## config.mk

```make
export PLATFORM = sky130hd
export DESIGN_NAME = alu_issue_ctrl
export DESIGN_NICKNAME = d
export VERILOG_FILES = /design/src/rtl/alu_issue_ctrl.sv
export SDC_FILE = /design/constraint.sdc
export NUM_CORES = 1
export LEC_CHECK = 0
export ABC_CLOCK_PERIOD_IN_PS = 3800
export CAP_MARGIN = 10
export CORE_ASPECT_RATIO = 0.5
export CORE_MARGIN = 1
export CORE_UTILIZATION = 44
export CTS_BUF_LIST = sky130_fd_sc_hd__clkbuf_4 sky130_fd_sc_hd__clkbuf_8
export DETAILED_ROUTE_END_ITERATION = 10
export GPL_TIMING_DRIVEN = 0
export PLACE_DENSITY = 0.94
export SLEW_MARGIN = 20
export SYNTH_ARGS = -nofsm -noshare
export SYNTH_HDL_FRONTEND = slang
export SYNTH_SLANG_ARGS = --single-unit
```

## constraint.sdc

```tcl
create_clock -name clk -period 3.8 [get_ports clk]
set_clock_uncertainty 0.15 [all_clocks]
set_input_delay 0.38 -clock clk [delete_from_list [all_inputs] [get_ports clk]]
set_output_delay 0.38 -clock clk [all_outputs]
set_load 0.005 [all_outputs]
```

## src/rtl/alu_issue_ctrl.sv

```systemverilog
// Issue-side controller for a 32-bit combinational ALU: decodes R-type requests, drives
// registered ALU operands, waits a settle time, then returns the captured result.
module alu_issue_ctrl #(
    parameter int SETTLE_CYCLES = 1,
    parameter int CNT_W         = 16
) (
    input  logic             clk,
    input  logic             rst,
    input  logic             req_valid,
    output logic             req_ready,
    input  logic [31:0]      req_instr,
    input  logic [31:0]      req_rs_val,
    input  logic [31:0]      req_rt_val,
    output logic [31:0]      alu_in0,
    output logic [31:0]      alu_in1,
    output logic [10:0]      alu_op,
    input  logic [31:0]      alu_out,
    input  logic             alu_overflow,
    input  logic             alu_zero,
    input  logic             alu_carryout,
    output logic             rsp_valid,
    input  logic             rsp_ready,
    output logic [31:0]      rsp_result,
    output logic             rsp_overflow,
    output logic             rsp_zero,
    output logic             rsp_carryout,
    output logic             rsp_illegal,
    output logic [4:0]       rsp_rd,
    output logic             rsp_wr_en,
    output logic [CNT_W-1:0] op_count,
    output logic [CNT_W-1:0] trap_count
);
    typedef enum logic [1:0] {IDLE, EXEC, RESP} state_t;

    localparam logic [3:0] CNT_INIT = 4'(SETTLE_CYCLES - 1);

    state_t      state, state_nxt;
    logic [3:0]  cnt;
    logic [5:0]  funct;
    logic        legal, shamt_op, var_op, accept, is_addsub, rsp_hs;
    logic        unused_fields;

    assign funct         = req_instr[5:0];
    assign unused_fields = ^req_instr[25:16];
    assign req_ready     = (state == IDLE);
    assign accept        = req_valid & req_ready;
    assign rsp_hs        = rsp_valid & rsp_ready;
    assign shamt_op      = (funct == 6'h00) || (funct == 6'h02) || (funct == 6'h03);
    assign var_op        = (funct == 6'h04) || (funct == 6'h06) || (funct == 6'h07);
    // Trap accounting keys off the op still held in alu_op while the response is pending.
    assign is_addsub     = (alu_op[5:0] == 6'h20) || (alu_op[5:0] == 6'h22);

    always_comb begin
        legal = 1'b0;
        if (req_instr[31:26] == 6'd0) begin
            case (funct)
                6'h00, 6'h02, 6'h03, 6'h04, 6'h06, 6'h07,
                6'h20, 6'h21, 6'h22, 6'h23, 6'h24, 6'h25,
                6'h26, 6'h27, 6'h2A, 6'h2B: legal = 1'b1;
                default:                    legal = 1'b0;
            endcase
        end
    end

    always_ff @(posedge clk) begin
        if (rst) state <= IDLE;
        else     state <= state_nxt;
    end

    always_comb begin
        state_nxt = state;
        case (state)
            IDLE:    if (accept) state_nxt = legal ? EXEC : RESP;
            EXEC:    if (cnt == 4'd0) state_nxt = RESP;
            RESP:    if (rsp_hs) state_nxt = IDLE;
            default: state_nxt = IDLE;
        endcase
    end

    always_ff @(posedge clk) begin
        if (rst) begin
            cnt          <= '0;
            alu_in0      <= '0;
            alu_in1      <= '0;
            alu_op       <= '0;
            rsp_valid    <= 1'b0;
            rsp_result   <= '0;
            rsp_overflow <= 1'b0;
            rsp_zero     <= 1'b0;
            rsp_carryout <= 1'b0;
            rsp_illegal  <= 1'b0;
            rsp_rd       <= '0;
            rsp_wr_en    <= 1'b0;
            op_count     <= '0;
            trap_count   <= '0;
        end else begin
            case (state)
                IDLE: if (accept) begin
                    rsp_rd      <= req_instr[15:11];
                    rsp_illegal <= ~legal;
                    if (legal) begin
                        alu_op  <= {5'b0, funct};
                        alu_in0 <= (shamt_op || var_op) ? req_rt_val : req_rs_val;
                        alu_in1 <= shamt_op ? {27'b0, req_instr[10:6]} :
                                   var_op   ? {27'b0, req_rs_val[4:0]} : req_rt_val;
                        cnt     <= CNT_INIT;
                    end else begin
                        rsp_result   <= '0;
                        rsp_overflow <= 1'b0;
                        rsp_zero     <= 1'b0;
                        rsp_carryout <= 1'b0;
                        rsp_wr_en    <= 1'b0;
                    end
                end
                EXEC: begin
                    if (cnt != 4'd0) begin
                        cnt <= cnt - 4'd1;
                    end else begin
                        rsp_result   <= alu_out;
                        rsp_overflow <= alu_overflow;
                        rsp_zero     <= alu_zero;
                        rsp_carryout <= alu_carryout;
                        rsp_wr_en    <= (rsp_rd != 5'd0) & ~(is_addsub & alu_overflow);
                        rsp_valid    <= 1'b1;
                    end
                end
                RESP: begin
                    // Illegal requests arrive here with valid still low; raise it one edge later.
                    if (!rsp_valid) begin
                        rsp_valid <= 1'b1;
                    end else if (rsp_ready) begin
                        rsp_valid <= 1'b0;
                        if (op_count != '1) op_count <= op_count + CNT_W'(1);
                        if (~rsp_illegal & rsp_overflow & is_addsub & (trap_count != '1))
                            trap_count <= trap_count + CNT_W'(1);
                    end
                end
                default: ;
            endcase
        end
    end
endmodule

```

==> impl_metrics.csv, run 1 <==
group,metric,value,unit
cells_and_area,antennaDiodeCount,0,
placed_design,gp_congestion,0.883,
global_routing,grt_pass1_wl,34000,µm
global_routing,grt.overflow.total,0,
clock_network,postCtsSetupBuffers,0,
cells_and_area,post-route-util,0.682,
clock_network,clk_pin_slew,0.09,ns
cells_and_area,fin_cells,1279,
synth,synthCells,777,
sta,worst_slew_pin_slew,0.736,ns
pwr,power_frac_seq,0.511,
sta,max_freq,0.397,GHz
pwr,finalPower,3.12,mW
sta,fin_crit_sh,0.663,
worst_setup_path,crit_buf_inv,3,
min_path,hp-class,"input pin to flop",
pwr,switching_share,0.264,
clock_network,cts_buffers,17,
worst_setup_path,max_stage_delay,0.41,ns
drt,viasPerCell,5.50,
placed_design,placed_cells,1247,
global_routing,grt_max_degree,17,
drt,wire_per_inst,17.5,µm
synth,yosys_warnings,0,
worst_setup_path,crit_type,"flop to flop",
job,drv_cap,0,
sta,slew_headroom,0.508,
floorplan,placementRows,31,
pwr,internal-power,2.30,mW
floorplan,die-area,0.0155,mm²
sta,fin_crit,2.52,ns
global_routing,first_global_vias,6710,
worst_setup_path,end_kind,"flop",
floorplan,io-pin-count,286,
status,outcome,"complete, no violations",
sta,hold_viol,0,
clock_network,cts.repair.resized,0,
drt,via_count,7037,
sta,drv_slew,0,
worst_setup_path,startpoint,"state[1]",
clock_network,cts_tree,"built",
drt,wl,22400,µm
cells_and_area,nets,1207,
floorplan,die_y,88.6,µm
clock_network,cts_hold_buf,0,
worst_setup_path,critPathLaunchType,"flop",
pwr,p_per_area,315,mW/mm²
worst_setup_path,crit_chain,"or2_1 > inv_1 > and2_1 > buf_2 > o2111ai_1 > buf_2 > a31oi_1 > nor2_1",
floorplan,initial_core_util,0.453,
synth,avgSynthCellArea,8.49,µm²
worst_setup_path,critPathMostFrequentCell,"buf_2",
worst_setup_path,cpLargestDelayFamily,"buffers and inverters",
sta,grt_setup_unrepaired,"false",
placed_design,dp_hpwl,16200,µm
worst_setup_path,crit_path_top_delay_cell,"o2111ai_1",
synth,yosys_register_bits,151,
synth,synth_cell_types,45,
pwr,p_sw,825,µW
clock_network,ctsLongestPathBuffers,2,
sta,setup-tns-final,0,ns
cells_and_area,fill_cells,1065,
drt,drt_iter0_drc,519,
worst_setup_path,crit_arrival,2.67,ns
synth,synth_area,0.00660,mm²
drt,remaining_drc_errors,0,
worst_setup_path,critPathMaxFanout,10,
clock_network,clock_latency,0.44,ns
global_routing,antenna_found_initial,0,
pwr,p_comb_frac,0.097,
worst_setup_path,cp.required,3.95,ns
floorplan,coreArea,0.0145,mm²
placed_design,portBuffers,268,
pwr,vdd_drop_max,0.247,mV
clock_network,htreeDepth,4,
drt,ant_nets,0,
global_routing,grt.total_usage,0.279,
clock_network,clock_sinks,151,
drt,drt-pass1-iter-count,7,
sta,finalSetupViolCount,0,
clock_network,clockRootBuffer,"clkbuf_8",
worst_setup_path,r2r_start,"state[1]",
pwr,leakagePower,3.51,nW
cells_and_area,area_growth,50.4,%
cells_and_area,drive_gt1_frac,0.0564,
min_path,min_from,"req_instr[2]",
floorplan,dieWidth,175,µm
pwr,clkPwrFrac,0.391,
synth,ys_seq_area_frac,0.458,
cell usage after synthesis, drive strengths merged:
| cell | count | share of area |
|---|---|---|
| a2111oi | 1 | 0.0042 |
| a211oi | 7 | 0.0080 |
| a21oi | 48 | 0.036 |
| a311oi | 34 | 0.045 |
| a31o | 1 | 0.0013 |
| a31oi | 3 | 0.0028 |
| and2 | 2 | 0.0019 |
| and3 | 5 | 0.0047 |
| and4 | 4 | 0.0053 |
| and4b | 1 | 0.0015 |
| buf | 24 | 0.027 |
| clkbuf | 37 | 0.021 |
| conb | 1 | 0.00057 |
| dfxtp | 151 | 0.46 |
| ha | 4 | 0.0076 |
| inv | 7 | 0.0040 |
| mux2 | 1 | 0.0017 |
| mux2i | 48 | 0.073 |
| nand2 | 157 | 0.089 |
| nand2b | 40 | 0.039 |
| nand3 | 38 | 0.029 |
| nand4 | 9 | 0.0085 |
| nand4b | 1 | 0.0013 |
| nor2 | 81 | 0.046 |
| nor2b | 3 | 0.0028 |
| nor3 | 8 | 0.0061 |
| nor3b | 3 | 0.0034 |
| nor4 | 8 | 0.0076 |
| nor4b | 3 | 0.0040 |
| nor4bb | 1 | 0.0015 |
| o2111a | 1 | 0.0017 |
| o2111ai | 2 | 0.0027 |
| o211ai | 9 | 0.010 |
| o21ai | 2 | 0.0015 |
| or2 | 2 | 0.0019 |
| or3 | 1 | 0.00095 |
| or3b | 1 | 0.0013 |
| or4 | 2 | 0.0023 |
| xnor2 | 19 | 0.025 |
| xor2 | 7 | 0.0093 |
state kept, by name, summed over array words and instances, names as in the netlist, 2 cells and up:
name / flops
rsp_rd: 5
alu_in1: 32
state: 2
rsp_result: 32
alu_in0: 32
alu_op: 6
op_count: 16
trap_count: 16
cnt: 4
power by group through the flow:
stage          Clock [mW]  Combinational (mW)  Sequential (mW)
2_1_floorplan           0               0.111             1.63
3_3_place_gp            0               0.294             1.63
3_5_place_dp            0               0.297             1.63
4_1_cts              1.23               0.301             1.60
5_1_grt              1.30               0.321             1.60
6_report             1.22               0.303             1.60
routing by layer:
metal  track usage  vias to the layer above  routed length [µm]  share of wire
met5             0                        -                   0              0
met4         0.165                        0                 982          0.044
met3        0.0554                       82                1500          0.067
met2         0.478                      375               10900           0.48
met1         0.333                     3323                9070           0.40
li1              -                     3257                   -              -
cell usage in the layout, fill, tap and decap left out, drive strengths merged, types with 3 or more instances in the layout:
master / synthesis / routed
clkinvlp: 0 / 5
clkbuf: 37 / 54
mux2i: 48 / 48
a21oi: 48 / 48
nor3: 8 / 8
nand3: 38 / 38
nor2: 81 / 81
and3: 5 / 5
clkinv: 0 / 3
nand2: 157 / 157
ha: 4 / 4
nand4: 9 / 9
a311oi: 34 / 34
a31oi: 3 / 3
nor2b: 3 / 3
nor4b: 3 / 3
nand2b: 40 / 40
conb: 1 / 5
o211ai: 9 / 9
and4: 4 / 4
nor4: 8 / 8
xor2: 7 / 7
clkdlybuf4s50: 0 / 268
buf: 24 / 24
inv: 7 / 13
dfxtp: 151 / 151
a211oi: 7 / 7
xnor2: 19 / 19
nor3b: 3 / 3
final timing paths:
path / end / cells past startpoint / slack, ns
max: cnt[2] / 8 / 1.28
min: alu_op[2] / 3 / 0.19
max reg2reg: cnt[2] / 8 / 1.28
min reg2reg: alu_in1[16] / 2 / 0.31
worst min-delay path, cell delays in order:
cell,delay (ns)
buf_2,0.18
nand2_1,0.10
a21oi_1,0.07
stage by stage:
stage	area, µm²	hold slack, ns	worst slack (ns)
final	9920	0.193	1.28
after global routing	9920	0.188	1.19
after CTS	9920	0.175	1.36
after detailed placement	9540	0.295	0.990
after global placement	9540	0.289	1.02
after floorplan	6610	0.298	1.68
area by class of cell:
type                       count  area [µm²]  share of cell area
multi-input combinational    562        3250               0.327
sequential                   151        3020               0.305
timing repair buffer         268        2680               0.270
buffer                        61         315              0.0318
tap                          198         248              0.0250
clock buffer                  17         234              0.0236
clock inverter                15         145              0.0146
inverter                       7        26.3             0.00265
cells by family (layout without fill, tap and decap cells):
group / count (synthesis) / in the layout / share of synthesized area
and+or+nand+nor: 370 / 370 / 0.259
DFF: 151 / 151 / 0.458
muxes: 49 / 49 / 0.0746
adders and majority gates: 4 / 4 / 0.00759
AOI/OAI and AO/OA: 108 / 108 / 0.114
other: 1 / 5 / 0.000569
xor gates and xnor gates: 26 / 26 / 0.0345
buffers and inverters: 68 / 368 / 0.0518
Power figures use the tool's default switching activity.
==> inputs of run 2 (changes only) <==
--- a/config.mk
+++ b/config.mk
@@ -5,15 +5,15 @@
 export SDC_FILE = /design/constraint.sdc
 export NUM_CORES = 1
 export LEC_CHECK = 0
-export ABC_CLOCK_PERIOD_IN_PS = 3800
+export ABC_CLOCK_PERIOD_IN_PS = 2180
 export CAP_MARGIN = 10
 export CORE_ASPECT_RATIO = 0.5
 export CORE_MARGIN = 1
-export CORE_UTILIZATION = 44
+export CORE_UTILIZATION = 40
 export CTS_BUF_LIST = sky130_fd_sc_hd__clkbuf_4 sky130_fd_sc_hd__clkbuf_8
 export DETAILED_ROUTE_END_ITERATION = 10
 export GPL_TIMING_DRIVEN = 0
-export PLACE_DENSITY = 0.94
+export PLACE_DENSITY = 0.91
 export SLEW_MARGIN = 20
 export SYNTH_ARGS = -nofsm -noshare
 export SYNTH_HDL_FRONTEND = slang
==> constraint.sdc (replaced) <==
create_clock -name clk -period 2.18 [get_ports clk]
set_clock_uncertainty 0.15 [all_clocks]
set_input_delay 0.218 -clock clk [delete_from_list [all_inputs] [get_ports clk]]
set_output_delay 0.218 -clock clk [all_outputs]
set_load 0.005 [all_outputs]
==> impl_metrics.csv, run 2 (synthesized netlist as in run 1, its figures left out) <==
group,metric,value,unit
status,outcome,"complete, no violations",
clock_network,clockRootBuffer,"clkbuf_8",
drt,via_count,6845,
floorplan,dieWidth,184,µm
pwr,p_comb_frac,0.095,
clock_network,ctsLongestPathBuffers,2,
drt,drt_iter0_drc,428,
drt,wire_per_inst,16.9,µm
clock_network,clk_pin_slew,0.10,ns
global_routing,grt.overflow.total,0,
worst_setup_path,crit_type,"flop to flop",
worst_setup_path,crit_path_top_delay_cell,"dfxtp_2",
pwr,power_frac_seq,0.492,
placed_design,dp_hpwl,16500,µm
job,drv_cap,0,
global_routing,first_global_vias,6666,
worst_setup_path,end_kind,"flop",
clock_network,cts_buffers,17,
cells_and_area,fill_cells,1289,
placed_design,gp_congestion,0.897,
cells_and_area,antennaDiodeCount,0,
worst_setup_path,regToRegEndpoint,"alu_in0[5]",
sta,finalSetupViolCount,0,
placed_design,placed_cell_area,0.00957,mm²
worst_setup_path,crit_arrival,2.26,ns
min_path,hold-path-endpoint,"rsp_result[26]",
global_routing,grt_max_degree,17,
floorplan,coreArea,0.0157,mm²
cells_and_area,area_growth,53.8,%
cells_and_area,nets,1210,
worst_setup_path,r2r_start,"state[0]",
sta,fin_crit_sh,0.964,
worst_setup_path,reg2reg_depth,8,
cells_and_area,final_common_cell,"clkdlybuf4s50_1",
drt,remaining_drc_errors,0,
pwr,leakagePower,3.59,nW
drt,viasPerCell,5.25,
pwr,internal-power,4.19,mW
worst_setup_path,crit_chain,"or2_4 > inv_1 > and2_1 > buf_6 > o2111a_2 > buf_8 > buf_2 > a311oi_1",
min_path,hp-class,"input pin to flop",
cells_and_area,top_regs,"alu_in0 x32, alu_in1 x32, rsp_result x32",
worst_setup_path,startpoint,"state[0]",
pwr,p_per_area,558,mW/mm²
pwr,switching_share,0.259,
sta,slew_headroom,0.585,
drt,ant_nets,0,
floorplan,die_y,92.8,µm
sta,setup_ws,0.0778,ns
placed_design,dp_slack,-0.552,ns
worst_setup_path,critPathMaxFanout,10,
sta,hold_viol,0,
min_path,min_path_cells,3,
floorplan,initial_core_util,0.419,
global_routing,grt_pass1_wl,34000,µm
sta,fin_crit,2.10,ns
drt,wl,22100,µm
sta,drv_slew,0,
cells_and_area,layout_common_cells,"clkdlybuf4s50_1, nand2_1, dfxtp_1",
cells_and_area,post-route-util,0.645,
sta,max_freq,0.476,GHz
floorplan,die-area,0.0170,mm²
worst_setup_path,max_stage_delay,0.36,ns
global_routing,antenna_found_initial,0,
cells_and_area,drive_gt1_frac,0.0812,
worst_setup_path,cp.required,2.33,ns
floorplan,io-pin-count,286,
worst_setup_path,rrSetupSlack,0.08,ns
drt,drt-pass1-iter-count,5,
global_routing,grt.total_usage,0.254,
pwr,p_sw,1.47,mW
sta,hold-worst-slack,0.163,ns
sta,setup-tns-final,0,ns
pwr,clkPwrFrac,0.413,
clock_network,cts_tree,"built",
worst_setup_path,critPathLaunchType,"flop",
clock_network,clock_latency,0.45,ns
min_path,min_from,"alu_out[26]",
pwr,vdd_drop_max,0.350,mV
clock_network,clock_sinks,151,
sta,worst_slew_pin_slew,0.623,ns
clock_network,htreeDepth,4,
floorplan,placementRows,32,
cells_and_area,design_area,0.0101,mm²
placed_design,portBuffers,268,
-- run 2: changes by cell type in the layout (fill, tap and decap cells not counted), moves of 3 or more --
cell,delta
a21oi_1,-3
nor4_1,-4
clkinvlp_4,-4
nor2_1,-3
nor4_2,+3
buf_2,-3
nor2_2,+3
a21oi_2,+3
clkbuf_2,+5
clkbuf_1,-8
buf_6,+4
-- run 2: repair_timing --
action                                 CTS  global route
hold buffers                             1             0
endpoints found under the hold margin    1             0
pin swaps                                1             2
setup endpoints to repair               86            91
gates resized for setup                 11            31
setup buffers                            1             2
-- run 2: critical path, delay by kind of cell (launching register included) --
kind,cells,cell delay (ns)
buffers and inverters,4,0.63
AND/OR/NAND/NOR,2,0.41
AO/OA/AOI/OAI,2,0.41
flip-flops,1,0.36
-- run 2: final cells by class --
cell class,instances,area (µm²),area share
clock inverter,14,179,0.0176
sequential,151,3030,0.298
clock buffer,18,248,0.0244
timing repair buffer,272,2720,0.268
tap,221,277,0.0273
buffer,60,352,0.0347
multi-input combinational,562,3320,0.327
inverter,7,26.3,0.00259
-- run 2: power groups by stage --
stage	clock [mW]	sequential [mW]	combinational, mW
4_1_cts	2.36	2.78	0.527
5_1_grt	2.47	2.78	0.572
3_3_place_gp	0	2.85	0.512
3_5_place_dp	0	2.85	0.519
6_report	2.33	2.78	0.539
2_1_floorplan	0	2.84	0.194
-- run 2: stage by stage --
step / total power [mW] / instances
6_report: 5.66 / 1305
3_5_place_dp: 3.36 / 1270
4_1_cts: 5.67 / 1303
2_1_floorplan: 3.04 / 781
3_3_place_gp: 3.36 / 1270
5_1_grt: 5.83 / 1305
-- run 2: metal layers --
layer  up-vias  GRT usage  wire length (µm)
met3        57     0.0594              1420
met1      3247      0.295              9050
li1       3261          -                 -
met2       280      0.442             10800
met5         -          0                 0
met4         0      0.121               772
-- run 2: how the worst max path moves through the flow --
stage | slack (ns) | end
after detailed placement | -0.55 | alu_in1[25]
after global routing | -0.008 | rsp_result[23]
after floorplan | 0.1 | trap_count[9]
after global placement | -0.52 | alu_in1[22]
final | 0.08 | alu_in0[5]
after CTS | -0.0002 | alu_in1[0]
==> inputs of run 3 (changes only) <==
--- a/config.mk
+++ b/config.mk
@@ -7,13 +7,13 @@
 export LEC_CHECK = 0
 export ABC_CLOCK_PERIOD_IN_PS = 2180
 export CAP_MARGIN = 10
-export CORE_ASPECT_RATIO = 0.5
 export CORE_MARGIN = 1
 export CORE_UTILIZATION = 40
 export CTS_BUF_LIST = sky130_fd_sc_hd__clkbuf_4 sky130_fd_sc_hd__clkbuf_8
 export DETAILED_ROUTE_END_ITERATION = 10
 export GPL_TIMING_DRIVEN = 0
 export PLACE_DENSITY = 0.91
+export REMOVE_ABC_BUFFERS = 1
 export SLEW_MARGIN = 20
 export SYNTH_ARGS = -nofsm -noshare
 export SYNTH_HDL_FRONTEND = slang
==> impl_metrics.csv, run 3 (synthesized netlist as in run 1, its figures left out) <==
group,metric,value,unit
status,outcome,"complete, no violations",
floorplan,io-pin-count,286,
floorplan,die_y,130,µm
min_path,hp-class,"input pin to flop",
worst_setup_path,cp.required,2.37,ns
worst_setup_path,crit_arrival,2.28,ns
cells_and_area,antennaDiodeCount,0,
sta,slew_headroom,0.543,
worst_setup_path,crit_path_top_delay_cell,"or3b_2",
clock_network,clockRootBuffer,"clkbuf_8",
floorplan,dieWidth,130,µm
floorplan,die-area,0.0170,mm²
pwr,p_per_area,561,mW/mm²
cells_and_area,final_common_cell,"clkdlybuf4s50_1",
global_routing,antenna_found_initial,0,
worst_setup_path,reg2reg_depth,8,
worst_setup_path,crit_chain,"inv_1 > ha_1 > or3b_2 > nor2_2 > a21oi_4 > buf_4 > buf_16 > mux2i_1",
worst_setup_path,end_kind,"flop",
placed_design,portBuffers,270,
global_routing,use_met3,0.0810,
sta,hold-worst-slack,0.160,ns
global_routing,grt_max_degree,88,
sta,fin_crit_sh,0.959,
drt,wl,20700,µm
drt,drt_iter0_drc,354,
drt,drt-pass1-iter-count,7,
drt,viasPerCell,5.19,
global_routing,met1_usage,0.266,
cells_and_area,nets,1173,
worst_setup_path,r2r_start,"cnt[0]",
worst_setup_path,max_stage_delay,0.50,ns
cells_and_area,fill_cells,1276,
worst_setup_path,critical_path_depth,8,
cells_and_area,top_regs,"alu_in0 x32, alu_in1 x32, rsp_result x32",
placed_design,gp_congestion,0.780,
pwr,p_comb_frac,0.095,
pwr,power_frac_seq,0.487,
floorplan,initial_core_util,0.412,
global_routing,grt.overflow.total,0,
clock_network,clock_latency,0.44,ns
placed_design,dp_hpwl,14100,µm
worst_setup_path,critPathMaxFanout,18,
clock_network,cts_buffers,17,
pwr,clkPwrFrac,0.418,
min_path,min_from,"alu_zero",
sta,finalSetupViolCount,0,
worst_setup_path,rrSetupSlack,0.09,ns
sta,fin_crit,2.09,ns
sta,setup-tns-final,0,ns
sta,worst_slew_pin_slew,0.685,ns
pwr,vdd_drop_max,0.527,mV
pwr,internal-power,4.40,mW
min_path,hold-path-endpoint,"rsp_zero",
clock_network,ctsLongestPathBuffers,2,
pwr,p_sw,1.31,mW
pwr,switching_share,0.229,
drt,via_count,6555,
worst_setup_path,regToRegEndpoint,"rsp_result[31]",
min_path,min_path_cells,3,
cells_and_area,layout_common_cells,"clkdlybuf4s50_1, nand2_1, dfxtp_1",
clock_network,cts_tree,"built",
global_routing,first_global_vias,6320,
sta,hold_viol,0,
clock_network,clock_sinks,151,
sta,grt_setup_unrepaired,"true",
sta,max_freq,0.478,GHz
floorplan,coreArea,0.0160,mm²
global_routing,grt_util_met2,0.425,
drt,ant_nets,0,
pwr,leakagePower,3.62,nW
cells_and_area,drive_gt1_frac,0.0765,
sta,drv_slew,0,
drt,remaining_drc_errors,0,
job,drv_cap,0,
cells_and_area,area_growth,54.3,%
global_routing,grt.busiest_layer,"met2",
clock_network,htreeDepth,4,
drt,wire_per_inst,16.4,µm
worst_setup_path,cpLargestDelayFamily,"simple AND/OR/NAND/NOR gates",
pwr,finalPower,5.71,mW
worst_setup_path,crit_type,"flop to flop",
global_routing,grt_pass1_wl,31800,µm
global_routing,grt.total_usage,0.242,
floorplan,placementRows,46,
worst_setup_path,critPathLaunchType,"flop",
worst_setup_path,crit_buf_inv,3,
clock_network,clk_pin_slew,0.09,ns
-- run 3: cell types whose count changed in the layout (fill, tap and decap cells not counted), moves of 3 or more --
cell      previous run  this run
buf_16               0         6
buf_2                6         0
buf_4               11        15
buf_6                4         1
buf_8                4         0
clkbuf_1            29         0
clkbuf_2             5         0
inv_6                5         2
inv_8                3         0
-- run 3: tightest hold or removal path, stage by stage --
cell	delay (ns)
clkdlybuf4s50_1	0.39
nand2_1	0.06
mux2i_1	0.05
-- run 3: what timing repair did --
action,4_1_cts,5_1_grt
setup buffers,8,7
endpoints found under the hold margin,5,0
gates resized for setup,7,9
hold buffers,1,0
gates cloned,2,0
setup endpoints to repair,136,90
pin swaps,4,2
-- run 3: power by group through the flow --
stage | registers [mW] | clock network, mW | logic, mW
after global placement | 2.84 | 0 | 0.493
after detailed placement | 2.84 | 0 | 0.508
after CTS | 2.78 | 2.43 | 0.527
after floorplan | 2.84 | 0 | 0.143
after global routing | 2.78 | 2.55 | 0.578
final | 2.78 | 2.38 | 0.542
-- run 3: layout make-up --
class	instances	area, µm²	area share
Clock inverter	11	173	0.0170
Sequential cell	151	3020	0.297
Timing Repair Buffer	294	3040	0.299
Multi-Input combinational cell	563	3380	0.332
Tap cell	216	270	0.0266
Inverter	7	26.3	0.00258
Clock buffer	20	263	0.0258
-- run 3: per-layer routing --
metal | up-vias | routed length, µm
li1 | 3181 | -
met1 | 3077 | 8150
met2 | 246 | 10400
met3 | 51 | 1560
met4 | 0 | 638
met5 | - | 0
-- run 3: how the worst max path moves through the flow --
stage                        from        endpoint
floorplan            req_instr[2]    rsp_carryout
global placement              rst       rsp_wr_en
detailed placement   req_instr[2]     alu_in0[18]
CTS                 trap_count[0]   trap_count[9]
global route          op_count[3]     op_count[0]
finish                     cnt[0]  rsp_result[31]
-- run 3: stage by stage --
stage	instance area [µm²]	worst slack [ns]	util	cells
after global placement	9270	-6.04	0.579	1206
after detailed placement	9510	-1.03	0.594	1213
after CTS	10100	0.00648	0.630	1255
after floorplan	6290	-1.84	-	720
after global routing	10200	-0.0201	0.636	1262
final	10200	0.0896	0.636	1262
